File: src/rtl/fetch_pkg.sv
// fetch_pkg: shared constants and state type for the instruction fetch stage
package fetch_pkg;
  localparam int INST_W = 9;
  localparam logic [INST_W-1:0] HALT_INST_DEF = 9'h1FF;
  typedef enum logic [1:0] {IDLE, RUN, DRAIN, HALT} fetch_state_t;
endpackage

File: src/rtl/fetch_pc_next.sv
// fetch_pc_next: next program counter selection (branch / start / increment / hold)
module fetch_pc_next
  import fetch_pkg::*;
#(
  parameter int              IW         = 8,
  parameter logic [IW-1:0]   START_ADDR = '0
) (
  input  logic [IW-1:0] i_pc,
  input  logic          i_start,
  input  logic          i_branch,
  input  logic          i_rel,
  input  logic [IW-1:0] i_base,
  input  logic [IW-1:0] i_target,
  input  logic          i_inc,
  output logic [IW-1:0] o_pc_next
);
  logic [IW-1:0] w_rel_tgt;
  // An IW-bit two's-complement offset added modulo 2**IW equals the sign-extended sum truncated to IW bits
  always_comb begin
    w_rel_tgt = i_base + i_target;
    o_pc_next = i_branch ? (i_rel ? w_rel_tgt : i_target) :
                i_start  ? START_ADDR :
                i_inc    ? i_pc + 1'b1 : i_pc;
  end
endmodule

File: src/rtl/inst_fetch.sv
// inst_fetch: PC owner and one-entry fetch register feeding decode; optional fetch counter via INST_FETCH_CNT_EN
module inst_fetch
  import fetch_pkg::*;
#(
  parameter int                IW         = 8,
  parameter logic [IW-1:0]     START_ADDR = '0,
  parameter logic [INST_W-1:0] HALT_INST  = HALT_INST_DEF
) (
  input  logic              CLK,
  input  logic              Reset_n,
  input  logic              start,
  output logic [IW-1:0]     inst_addr,
  input  logic [INST_W-1:0] inst_in,
  input  logic              branch_en,
  input  logic              branch_rel,
  input  logic [IW-1:0]     branch_base,
  input  logic [IW-1:0]     branch_target,
  output logic              if_valid,
  input  logic              if_ready,
  output logic [INST_W-1:0] if_inst,
  output logic [IW-1:0]     if_pc,
`ifdef INST_FETCH_CNT_EN
  output logic [15:0]       fetch_count,
`endif
  output logic              halted
);
  fetch_state_t      r_state;
  logic [IW-1:0]     r_pc;
  logic              r_valid;
  logic [INST_W-1:0] r_inst;
  logic [IW-1:0]     r_if_pc;
  logic              r_halted;
  logic              w_start;
  logic              w_branch;
  logic              w_load;
  logic              w_is_halt;
  logic              w_drain_done;
  logic              w_accept;
  logic [IW-1:0]     w_pc_next;

  // Control decode: branch outranks everything; start only matters when fetch is stopped
  always_comb begin
    w_start      = (r_state == IDLE || r_state == HALT) && start;
    w_branch     = (r_state == RUN || r_state == DRAIN) && branch_en;
    w_load       = (r_state == RUN) && (!r_valid || if_ready) && !branch_en;
    w_is_halt    = inst_in == HALT_INST;
    w_drain_done = (r_state == DRAIN) && r_valid && if_ready && !branch_en;
    w_accept     = r_valid && if_ready && !w_branch;
  end

  fetch_pc_next #(.IW(IW), .START_ADDR(START_ADDR)) u_pc_next (
    .i_pc      (r_pc),
    .i_start   (w_start),
    .i_branch  (w_branch),
    .i_rel     (branch_rel),
    .i_base    (branch_base),
    .i_target  (branch_target),
    .i_inc     (w_load && !w_is_halt),
    .o_pc_next (w_pc_next)
  );

  // Fetch state machine and fetch register; a halt word parks the PC and waits for decode to take it
  always_ff @(posedge CLK or negedge Reset_n) begin
    if (!Reset_n) begin
      r_state  <= IDLE;
      r_pc     <= START_ADDR;
      r_valid  <= 1'b0;
      r_inst   <= '0;
      r_if_pc  <= '0;
      r_halted <= 1'b0;
    end else begin
      r_pc <= w_pc_next;
      if (w_start) begin
        r_state  <= RUN;
        r_halted <= 1'b0;
        r_valid  <= 1'b0;
      end else if (w_branch) begin
        r_state <= RUN;
        r_valid <= 1'b0;
      end else if (w_load) begin
        r_inst  <= inst_in;
        r_if_pc <= r_pc;
        r_valid <= 1'b1;
        if (w_is_halt) r_state <= DRAIN;
      end else if (w_drain_done) begin
        r_valid  <= 1'b0;
        r_halted <= 1'b1;
        r_state  <= HALT;
      end
    end
  end

`ifdef INST_FETCH_CNT_EN
  logic [15:0] r_cnt;
  // Saturating count of instructions handed to decode; flushed entries never count
  always_ff @(posedge CLK or negedge Reset_n) begin
    if (!Reset_n) r_cnt <= '0;
    else r_cnt <= w_start ? 16'd0 : (w_accept && r_cnt != 16'hFFFF) ? r_cnt + 16'd1 : r_cnt;
  end
  assign fetch_count = r_cnt;
`endif

  assign inst_addr = r_pc;
  assign if_valid  = r_valid;
  assign if_inst   = r_inst;
  assign if_pc     = r_if_pc;
  assign halted    = r_halted;
endmodule

File: config.mk
export PLATFORM = sky130hd
export DESIGN_NAME = inst_fetch
export DESIGN_NICKNAME = d
export VERILOG_FILES = /design/src/rtl/fetch_pkg.sv /design/src/rtl/fetch_pc_next.sv /design/src/rtl/inst_fetch.sv
export SDC_FILE = /design/constraint.sdc
export NUM_CORES = 1
export LEC_CHECK = 0
export CORE_MARGIN = 3
export CORE_UTILIZATION = 30
export DETAILED_ROUTE_END_ITERATION = 12
export PLACE_DENSITY_LB_ADDON = 0.1
export SYNTH_ARGS = -nofsm -noshare
export SYNTH_HDL_FRONTEND = slang
export SYNTH_SLANG_ARGS = --single-unit
File: constraint.sdc
create_clock -name CLK -period 2.4 [get_ports CLK]
set_input_delay 0.48 -clock CLK [delete_from_list [all_inputs] [get_ports CLK]]
set_output_delay 0.48 -clock CLK [all_outputs]
set_load 0.02 [all_outputs]
* Word-level counts from Yosys, hierarchy flattened *
Index checks and enable logic that the tools add are counted.

word-level totals
  logic and storage cells = 55
  flip-flop bits (word level) = 29
  output and inout port bits = 27
  bits of input ports = 31

cells by class
  add/subtract/negate cells = 2
  equality and inequality tests = 7
  bitwise operators = 2
  mux-type cells = 17
  reductions and logical operators = 21

operator list
  cell                 count
  $mux 8               4
  $mux 2               5
  $eq 9x9->1 const B   1
  $add 8x1->8 const B  1
  $add 8x8->8          1
  $logic_and 1x1->1    8
  $mux 1               8
  $reduce_and 3->1     2
  $eq 2x2->1 const B   2
  $ne 2x1->1 const B   2
  $ne 4x1->1 const B   1
  $reduce_bool 4->1    1
  $logic_not 1->1      3
  $logic_or 1x1->1     3
  $reduce_bool 3->1    1
  $eq 2x1->1 const B   1
  $logic_not 2->1      1
  $not 1->1            2
  $reduce_and 2->1     1
  $reduce_bool 2->1    1

* Depth between registers and ports, before layout *
  depth after elaboration = 8
  depth in mapped cells = 9
  gate-level depth less buffers = 9

* By module *
A second synthesis with hierarchy kept.

second synthesis, totals
  cells, all modules = 164
  area, all modules = 1806.7 sq um

modules (own cells, without submodules)
  module         instances  cells an instance  seq. area each (sq um)  area each (sq um)
  inst_fetch     1          72                 725.7                   1154.9
  fetch_pc_next  1          92                 0.0                     651.9

* Least setup slack after synthesis *
Ideal clock, no wire load.

  path kind = input to register
  from = input branch_base[0]
  to = register r_pc[4] (netlist: inst_addr[4])
  path buffers = 0
  required time = 2320 ps
  setup slack = 342 ps
  arrival = 1978 ps
  library setup time = 80 ps
  stages on the path = 9
  path through = ha_1 -> inv_1 -> fa_1 -> nor2b_4 -> o21ai_2 -> a2111oi_4 -> a311oi_1 -> a21boi_1 -> a2bb2oi_1

between the ends
  word-level cells in the longest chain between the ends = 3

RTL lines
  what                  line                 source
  from (decl)           inst_fetch.sv:16     input logic [IW-1:0] branch_base,
  $add 8x8->8           fetch_pc_next.sv:20  w_rel_tgt = i_base + i_target;
  $mux 8 (2 in a row)   fetch_pc_next.sv:21  o_pc_next = i_branch ? (i_rel ? w_rel_tgt : i_target) :
  to (signal assigned)  inst_fetch.sv:72     r_pc <= w_pc_next;
  to (decl)             inst_fetch.sv:28     logic [IW-1:0] r_pc;

No other way between the ends.
A chain may end at the register's enable or synchronous reset.

* Final worst setup path *
Ends and elaborated chain as after synthesis.

==> run metrics <==
status completed; worst setup path endpoint inst_addr[4]; Mapped Avg Cell Area 10.5 sq um; Critical path origin branch_base[0]; ratio of cells with drive above 1 in the final layout 18.8%; Clock Skews 5.98 ps; clock sinks 29; Req. time, crit path 2550 ps; row cnt 27; fill cell count 565; overall die width 83.2 microns; Iter 0 DRT Violations 45; Final ANT Viol Nets 0; Hold WC Path Type register to register; Tcrit/Tclk final 96.1%; IO Port Bufs 57; Post-synth EDFFs 0; Area growth syn-to-layout 45.2%; worst flop-to-flop path endpoint inst_addr[4]; vias 1525; H-tree depth 2; max_slew headroom 74.9%; GPL Wtd Cong 0.764; fin crit period 2310 ps; initial core utilization 31.7%; top cells by area, synth dfrtp_1, mux2_2, ha_1, nor2_1, a21oi_1; CTS tree done; pin count of the biggest net entering global routing 30; unrepaired setup endpoints after global routing no; Slew @ Worst Pin 376 ps; Mapped Area 1790 sq um; CP endpoint kind register; Core Box Area 5640 sq um; Max-cap violations 0; final non-filler cell total 312; multi-input combinational cell area 995 sq um; maximum root-to-sink buffer count 2; Cell Pwr Density 1140 nW/um^2; antenna cells 0; met2 Use GR 21.4%; Num CTS Buffers 5; GRT met1 Usage 19.2%; post-DR wirelength/cell 14.6 microns; DRC violations left 0; Yosys cell types 49; most common cell after layout, fill and taps aside clkdlybuf4s50_1; vias per cell 4.89; ys flop type dfrtp_1; final instance area 2600 sq um; Yosys top cell by area dfrtp_1; asr flop ratio synth 100%; Die ar. 6920 sq um; met3 Track Usage GR 4.56%; final wirelength 4560 microns; Placed Area 2500 sq um; startpoint types input port; nets 282; Detailed Place HPWL 3430 microns; Slew Viols, Final 0; IO Pins 58; most frequent cells in the layout clkdlybuf4s50_1, dfrtp_1, mux2_2; final setup vio count 0; Peak VDD IR 0.506 mV; Final Power 2950 uW; crit path DAT 2460 ps; Overall Global Routing Usage 14.1%; initial antenna violation count 0; Die Ht 83.2 microns; clk slew on worst S/H paths 60 ps; setup slack, reg-to-reg 490 ps; Reg2Reg Depth 7; sequential cell area fraction in the yosys report 40.6%; 1st-pass router iterations 4; leakage 0.00114 uW; fmax 434 MHz; Mapped Cells 171; global route total overflow 0; syn nets 213; final hold violation count 0; worst-path fanout max 2; #FFs+latches synth 29; first-pass GRT wire length 8120 microns; clk root buf clkbuf_8; worst skew pair latency 280 ps; vias in the first global route 1688; Setup CP Type input port to register; Post-Place Cells 305; reg2reg start r_state[0]; Reg area 726 sq um; Yosys warnings 0; WHS Path Cells 2; GR peak layer met2; post-synth top area share 40.6%
## worst max-delay path, cell delays in order
cell and delay, ps:
clkdlybuf4s50_1 460, ha_2 190, inv_2 40, fa_2 410
nor2b_4 130, o21ai_2 80, nor3b_1 150, a311oi_2 280
a21boi_1 100, a2bb2oi_1 130
## routing by layer
layer	wire (microns)	vias up
li1	-	756
met5	0	-
met3	238	5
met2	1940	37
met1	2330	727
met4	55	0
## power breakdown
| group | internal [uW] | total (uW) | switching, uW | leakage [uW] |
|---|---|---|---|---|
| Combinational | 843 | 1660 | 818 | 0.000732 |
| Clock | 227 | 404 | 177 | 0.0000443 |
| Sequential | 711 | 884 | 173 | 0.000365 |
## worst min-delay path by stage
stage / start / end / slack, ps
2_1_floorplan: Reset_n / halted / 180
3_5_place_dp: halted / halted / 480
6_report: if_pc[2] / if_pc[2] / 490
3_3_place_gp: if_pc[2] / if_pc[2] / 470
5_1_grt: if_inst[4] / if_inst[4] / 510
4_1_cts: if_pc[2] / if_pc[2] / 500
## final cells by class
| type | instances | area share [%] |
|---|---|---|
| Multi-Input combinational cell | 128 | 38.3 |
| Sequential cell | 29 | 28.0 |
| Timing Repair Buffer | 67 | 25.4 |
| Tap cell | 72 | 3.47 |
| Clock buffer | 7 | 3.33 |
| Inverter | 9 | 1.49 |
## kinds of logic after synthesis
| logic type | count (synthesis) | synth area share, % |
|---|---|---|
| and+or+nand+nor | 53 | 16.2 |
| AOI/OAI and AO/OA | 38 | 15.4 |
| DFF | 29 | 40.6 |
| muxes | 21 | 12.9 |
| buffers and inverters | 14 | 4.41 |
| adders and majority gates | 11 | 8.12 |
| xor gates and xnor gates | 5 | 2.45 |
## timing repair
item,4_1_cts,5_1_grt
hold buffers,0,0
gates resized for setup,0,5
setup endpoints to repair,0,2
buffers inserted,0,0
## stage by stage
stage	util [%]	hold slack, ps	setup TNS (ps)	setup WS, ps
2_1_floorplan	-	184	0	342
3_3_place_gp	44.2	470	-438	-204
3_5_place_dp	44.2	483	-457	-248
4_1_cts	45.8	498	0	41.2
5_1_grt	46.0	511	0	4.89
6_report	46.0	487	0	93.5
## flip-flops by register name, indices dropped and copies added, names as in the netlist
signal     flops
if_pc          8
halted         1
if_inst        9
inst_addr      8
if_valid       1
r_state        2
## cell usage after synthesis, types with 5 or more instances
library cell / number
nand2_1: 9
a21oi_1: 10
dfrtp_1: 29
and3_1: 6
ha_1: 10
o21ai_0: 6
inv_1: 8
mux2_2: 16
mux2i_1: 5
nor2_1: 14
Power figures use the tool's default switching activity.
